==> config.mk <==
export PLATFORM = sky130hd
export DESIGN_NAME = gpio_pin_ctrl
export DESIGN_NICKNAME = d
export VERILOG_FILES = /design/src/rtl/gpio_pkg.sv /design/src/rtl/gpio_sync_filter.sv /design/src/rtl/gpio_pin_ctrl.sv
export SDC_FILE = /design/constraint.sdc
export NUM_CORES = 1
export LEC_CHECK = 0
export BUFFER_PORTS_ARGS = -buffer_cell sky130_fd_sc_hd__buf_2
export CAP_MARGIN = 30
export CORE_MARGIN = 2
export CORE_UTILIZATION = 48
export DETAILED_ROUTE_END_ITERATION = 16
export PLACE_DENSITY_LB_ADDON = 0.12
export SYNTH_ARGS = -nofsm -noshare
export SYNTH_HDL_FRONTEND = slang
export SYNTH_SLANG_ARGS = --single-unit
==> constraint.sdc <==
create_clock -name clk -period 1.45 [get_ports clk]
set_input_delay 0.0725 -clock clk [delete_from_list [all_inputs] [get_ports clk]]
set_output_delay 0.0725 -clock clk [all_outputs]
set_load 0.1 [all_outputs]
==> src/rtl/gpio_pkg.sv <==
// rtl/gpio_pkg.sv - shared constants for the GPIO port blocks
package gpio_pkg;

  localparam int GPIO_WIDTH        = 32;
  localparam int GPIO_SYNC_STAGES  = 2;
  localparam int FILTER_DEPTH      = 3;

  // Byte offsets of the port registers, shared with the register file.
  typedef enum logic [7:0] {
    REG_OUTPUT    = 8'h00,
    REG_TRISTATE  = 8'h04,
    REG_PINSTATE  = 8'h08,
    REG_DATAREG   = 8'h0C,
    REG_INTERRUPT = 8'h10
  } gpio_reg_e;

endpackage

==> src/rtl/gpio_sync_filter.sv <==
// rtl/gpio_sync_filter.sv - pad input synchroniser and 3-sample majority-free level filter
module gpio_sync_filter
  import gpio_pkg::*;
#(
  parameter int WIDTH       = GPIO_WIDTH,
  parameter int SYNC_STAGES = GPIO_SYNC_STAGES
) (
  input  logic             clk,
  input  logic             rst_n,
  input  logic             tick,
  input  logic [WIDTH-1:0] pin_in,
  output logic [WIDTH-1:0] pinstate,
  output logic [WIDTH-1:0] pinstate_nxt
);

  logic [WIDTH-1:0] sync_q [SYNC_STAGES];
  logic [WIDTH-1:0] hist_q [FILTER_DEPTH-1];
  logic [WIDTH-1:0] sync_in;
  logic [WIDTH-1:0] stable;

  assign sync_in = sync_q[SYNC_STAGES-1];

  // A bit may only move once the current sample matches every stored one.
  always_comb begin
    stable = '1;
    for (int i = 0; i < FILTER_DEPTH-1; i++) begin
      stable = stable & ~(sync_in ^ hist_q[i]);
    end
    pinstate_nxt = pinstate;
    if (tick) begin
      pinstate_nxt = (stable & sync_in) | (~stable & pinstate);
    end
  end

  always_ff @(posedge clk or negedge rst_n) begin
    if (!rst_n) begin
      for (int i = 0; i < SYNC_STAGES; i++) sync_q[i] <= '0;
      for (int i = 0; i < FILTER_DEPTH-1; i++) hist_q[i] <= '0;
      pinstate <= '0;
    end else begin
      sync_q[0] <= pin_in;
      for (int i = 1; i < SYNC_STAGES; i++) sync_q[i] <= sync_q[i-1];
      if (tick) begin
        hist_q[0] <= sync_in;
        for (int i = 1; i < FILTER_DEPTH-1; i++) hist_q[i] <= hist_q[i-1];
      end
      pinstate <= pinstate_nxt;
    end
  end

endmodule

==> src/rtl/gpio_pin_ctrl.sv <==
// rtl/gpio_pin_ctrl.sv - GPIO pad drive, filtered input sampling and edge interrupts
module gpio_pin_ctrl
  import gpio_pkg::*;
#(
  parameter int WIDTH       = GPIO_WIDTH,
  parameter int SYNC_STAGES = GPIO_SYNC_STAGES,
  parameter int DIV         = 1
) (
  input  logic             clk,
  input  logic             rst_n,
  input  logic [WIDTH-1:0] out_val,
  input  logic [WIDTH-1:0] tri_en,
  input  logic [WIDTH-1:0] irq_rise,
  input  logic [WIDTH-1:0] irq_fall,
  input  logic [WIDTH-1:0] irq_clr,
  input  logic [WIDTH-1:0] pin_in,
  output logic [WIDTH-1:0] pin_out,
  output logic [WIDTH-1:0] pin_oe,
  output logic [WIDTH-1:0] pinstate,
  output logic [WIDTH-1:0] irq_pend,
  output logic             irq
);

  localparam int             CNT_W   = (DIV > 1) ? $clog2(DIV) : 1;
  localparam logic [CNT_W-1:0] CNT_MAX = CNT_W'(DIV - 1);

  logic [CNT_W-1:0] cnt;
  logic             tick;
  logic [WIDTH-1:0] pinstate_nxt;
  logic [WIDTH-1:0] rise;
  logic [WIDTH-1:0] fall;
  logic [WIDTH-1:0] set;

  // With DIV=1 CNT_MAX is 0 and cnt never leaves 0, so tick is held high.
  assign tick = (cnt == CNT_MAX);

  always_ff @(posedge clk or negedge rst_n) begin
    if (!rst_n) begin
      cnt <= '0;
    end else if (tick) begin
      cnt <= '0;
    end else begin
      cnt <= cnt + 1'b1;
    end
  end

  gpio_sync_filter #(
    .WIDTH       (WIDTH),
    .SYNC_STAGES (SYNC_STAGES)
  ) u_sync_filter (
    .clk          (clk),
    .rst_n        (rst_n),
    .tick         (tick),
    .pin_in       (pin_in),
    .pinstate     (pinstate),
    .pinstate_nxt (pinstate_nxt)
  );

  // Edges come from the filter's next value so pend lands with pinstate.
  assign rise = pinstate_nxt & ~pinstate;
  assign fall = ~pinstate_nxt & pinstate;
  assign set  = (rise & irq_rise) | (fall & irq_fall);

  always_ff @(posedge clk or negedge rst_n) begin
    if (!rst_n) begin
      pin_out  <= '0;
      pin_oe   <= '0;
      irq_pend <= '0;
      irq      <= 1'b0;
    end else begin
      pin_out  <= out_val;
      pin_oe   <= ~tri_en;
      irq_pend <= (irq_pend & ~irq_clr) | set;
      irq      <= |irq_pend;
    end
  end

endmodule
* After elaboration in Yosys (flattened, before gate mapping)
Cells that the tools add are included.
** Cells by class
- $add $sub $neg :: 1
- Multiplexer cells :: 2
- Reductions and logical operators :: 1
- Bitwise operators :: 20
** Operator list (number)
- 32-bit AND :: 8
- 32-bit inverter :: 7
- 32-bit OR :: 3
- 32-bit XOR :: 2
- 32-bit 2-to-1 mux :: 1
- 32-bit OR reduction :: 1
- 1-bit adder (second input constant) :: 1
- 1-bit 2-to-1 mux :: 1
** Word-level totals
- Output and inout port bits :: 129
- Bits of input ports :: 194
- Register bits after elaboration :: 258
- Word-level logic and storage cells :: 34

* Depth between registers and ports, before layout
- Depth after elaboration :: 12
- Mapped depth :: 3
- Gate-level depth less buffers :: 3

* Cells and area by module
From an unflattened synthesis, not the netlist that was laid out.
** Second synthesis, totals
- Cells, all modules :: 668
- Area total of the unflattened synthesis :: 9216.3 sq um
** Modules (own cells, without submodules)
- gpio_sync_filter :: area each 5785.5 sq um, times used 1, cells each 398, seq. area each 4003.8 sq um
- gpio_pin_ctrl :: area each 3430.8 sq um, times used 1, cells each 270, seq. area each 2427.3 sq um

* Least setup slack after synthesis
No wires, ideal clock.
- Path type :: flip-flop to flip-flop
- Start :: reg irq_pend[4]
- End :: reg irq
- Data required time :: 1.326 ns
- Arrival time :: 1.427 ns
- Path buffers :: 0
- Setup slack :: -0.102 ns
- Setup time :: 0.124 ns
- Stages on the path, launching flop included :: 4
- Period minus slack after synthesis :: 1.552 ns
- Cell sequence :: dfrtp_1 -> nor4_1 -> nand4_1 -> or2_1
** On the way
- Word-level cells in the longest chain between the ends :: 1
** RTL lines
- start: declaration :: line gpio_pin_ctrl.sv:20 : output logic [WIDTH-1:0] irq_pend,
- start signal: assignment :: line gpio_pin_ctrl.sv:73 : irq_pend <= (irq_pend & ~irq_clr) | set;
- 32-bit OR reduction :: line gpio_pin_ctrl.sv:74 : irq <= |irq_pend;
- end signal: assignment :: line gpio_pin_ctrl.sv:74
- end: declaration :: line gpio_pin_ctrl.sv:21 : output logic irq
Every way passes these cells.
A chain may end at the register's enable or synchronous reset.

* Final worst setup path
- Start :: reg irq_pend[18]
- End :: out irq_pend[18]
No word-level cell between the ends.

==> impl_metrics.tcl <==
set metrics [dict create \
    final_common_cell "buf_2" \
    cts.sinks 257 \
    avgSynthCellArea_um2 13.4 \
    tightest_slew_ps 527 \
    period_share_pct 97.4 \
    die_x_um 135 \
    min_from "irq_fall[8]" \
    crit_start "irq_pend[18]$_DFF_PN0_" \
    syn_inst 618 \
    worst_clock_skew_ps 7.33 \
    n_fill_cell 960 \
    drive_above_1_share_pct 35.4 \
    ys_seq_area_share_pct 77.8 \
    critPathMaxStageDelay_ps 450 \
    synth_fp_nets 812 \
    final_nets 1338 \
    final_util_pct 77.8 \
    hold_path.class "in -> reg" \
    track_usage_pct 24.9 \
    numPortBuffers 322 \
    synth-seq-cells 257 \
    antenna_found_initial 0 \
    design.core.area_um2 16700 \
    cp_cell_sequence "buf_2" \
    postRouteWirelength_um 23000 \
    grt_pass1_wl_um 35600 \
    finalSetupViolations 0 \
    area_growth_pct 57.2 \
    fin_crit_ps 1410 \
    fp.dieArea_um2 18300 \
    dr.first_iter.drc_count 360 \
    crit_type "reg -> out" \
    path_max_fanout 3 \
    final_area_um2 13000 \
    ys_warn_count 0 \
    clk_path_buf_depth 3 \
    drtPass1Iterations 4 \
    fin_setup_tns_ps 0 \
    dp_slack_ps 54.9 \
    avgRoutedWirePerCell_um 16.6 \
    rr_startpoint "irq_pend[13]$_DFF_PN0_" \
    post_drt_via_cell_ratio 4.92 \
    power.density_nw_per_um2 1440 \
    cts_root_buf "clkbuf_16" \
    endpoint_kind "primary output" \
    setup_slack_ps 37.6 \
    cp_top_family "buffers and inverters" \
    grt_max_degree 49 \
    dp_hpwl_um 14000 \
    num_vias 6817 \
    relSlewSlack_pct 65.1 \
    crit_path_start_kind "flip-flop" \
    leakagePower_nw 6.45 \
    yosysUniqueCellTypes 15 \
    maxCapViolations 0 \
    gp_congestion 0.798 \
    row_count 47 \
    hold_viol_final 0 \
    ant_nets 0 \
    die_h_um 135 \
    status "finished clean" \
    drcViolationCount 0 \
    drv_slew 0 \
    start_util_pct 49.5 \
    fmax_mhz 708 \
    crit_required_ps 1380 \
    numCtsBuffers 27 \
    cts_tree "done" \
    synth_area_um2 8260 \
    rsz0062_at_grt "yes" \
    slowest_stage "buf_2" \
    h-tree-depth 1 \
    clk_latency_ps 520 \
    grt_pass1_vias 7189 \
    place_area_um2 10300 \
    cp_num_buf_inv 1 \
    io_pins 323 \
    cts.reportedPaths.clkPinSlew_ps 60 \
    ir_worst_vdd_v 0.00122 \
    final_cell_mix "278 x buf_2, 221 x dfrtp_1, 164 x dlygate4sd3_1" \
    overflow 0 \
    arrival_ps 1340 \
]
[timing repair]
action                                 4_1_cts  5_1_grt
setup endpoints to repair                   13       33
pin swaps                                    0        0
resized for setup                           13       31
hold buffers                               164        1
setup buffers                                0        0
cloned                                       0        0
endpoints found under the hold margin      385        1
[final timing paths]
| check | slack (ps) | to | cells past startpoint |
|---|---|---|---|
| hold reg to reg | 340 | u_sync_filter.sync_in[13]$_DFF_PN0_ | 0 |
| min in group asynchronous | 60 | u_sync_filter.hist_q[1]$_DFF_PN0_ | 2 |
| max in group asynchronous | 790 | u_sync_filter.pinstate[24]$_DFF_PN0_ | 3 |
| setup / recovery | 40 | irq_pend[18] | 1 |
| hold / removal | 20 | irq_pend[8]$_DFF_PN0_ | 4 |
| setup reg to reg | 70 | irq$_DFF_PN0_ | 3 |
[power by group]
group | internal (mW) | switching, mW
Combinational | 0.986 | 2.78
Sequential | 7.66 | 0.399
Clock | 4.15 | 2.68
Total | 12.8 | 5.85
[layout make-up]
type | count | area (um^2) | share of cell area (%)
inverters | 94 | 353 | 2.72
repair buffers | 497 | 3500 | 27.0
clock inverters | 6 | 87.6 | 0.674
diodes | 1 | 2.50 | 0.0193
well taps | 220 | 275 | 2.12
flip-flops and latches | 257 | 6480 | 49.9
multi-input cells | 267 | 1490 | 11.4
clock buffers | 43 | 806 | 6.20
[kinds of logic (layout without fill, tap and decap cells)]
kind of cell    count (synthesis)  in the layout  synth area share [%]
simple gates                  137            137                  8.12
compound gates                130            130                  9.80
buf+inv                        94            640                  4.27
flops                         257            257                  77.8
other cells                     0              1                     0
[state kept, by name, summed over array words and instances, names as in the netlist]
signal and flops:
irq 1, irq_pend 32, pin_oe 32, pin_out 32, u_sync_filter.hist_q 64, u_sync_filter.pinstate 32, u_sync_filter.sync_in 32, u_sync_filter.sync_q 32
[Yosys cell counts]
cell type	count	area [um^2]
dfrtp_1	257	6430
inv_1	94	353
o21ai_0	66	330
nand2_1	60	225
nor4_1	37	231
a21oi_1	32	160
nor3_1	30	150
a221o_1	29	290
nand4_1	4	25.0
a41oi_1	2	17.5
nor2_1	2	7.51
nor2b_1	2	12.5
a221o_2	1	11.3
nor4_2	1	12.5
or2_1	1	6.26
[per-layer routing]
layer,GRT usage [%],vias up,wire (um)
met5,0,-,0
met2,43.6,284,11800
met1,30.4,3296,8630
met4,8.91,0,834
met3,5.87,64,1740
li1,-,3173,-
[through the flow]
stage               cells  power (mW)  hold slack (ps)
finish               1385        18.6             18.9
global route         1384        19.3             40.3
CTS                  1384        18.7            0.830
detailed placement   1171        11.5             13.4
global placement     1171        11.4             10.7
floorplan             618        10.5             -223
No activity file was read; power rests on OpenSTA's default activity.
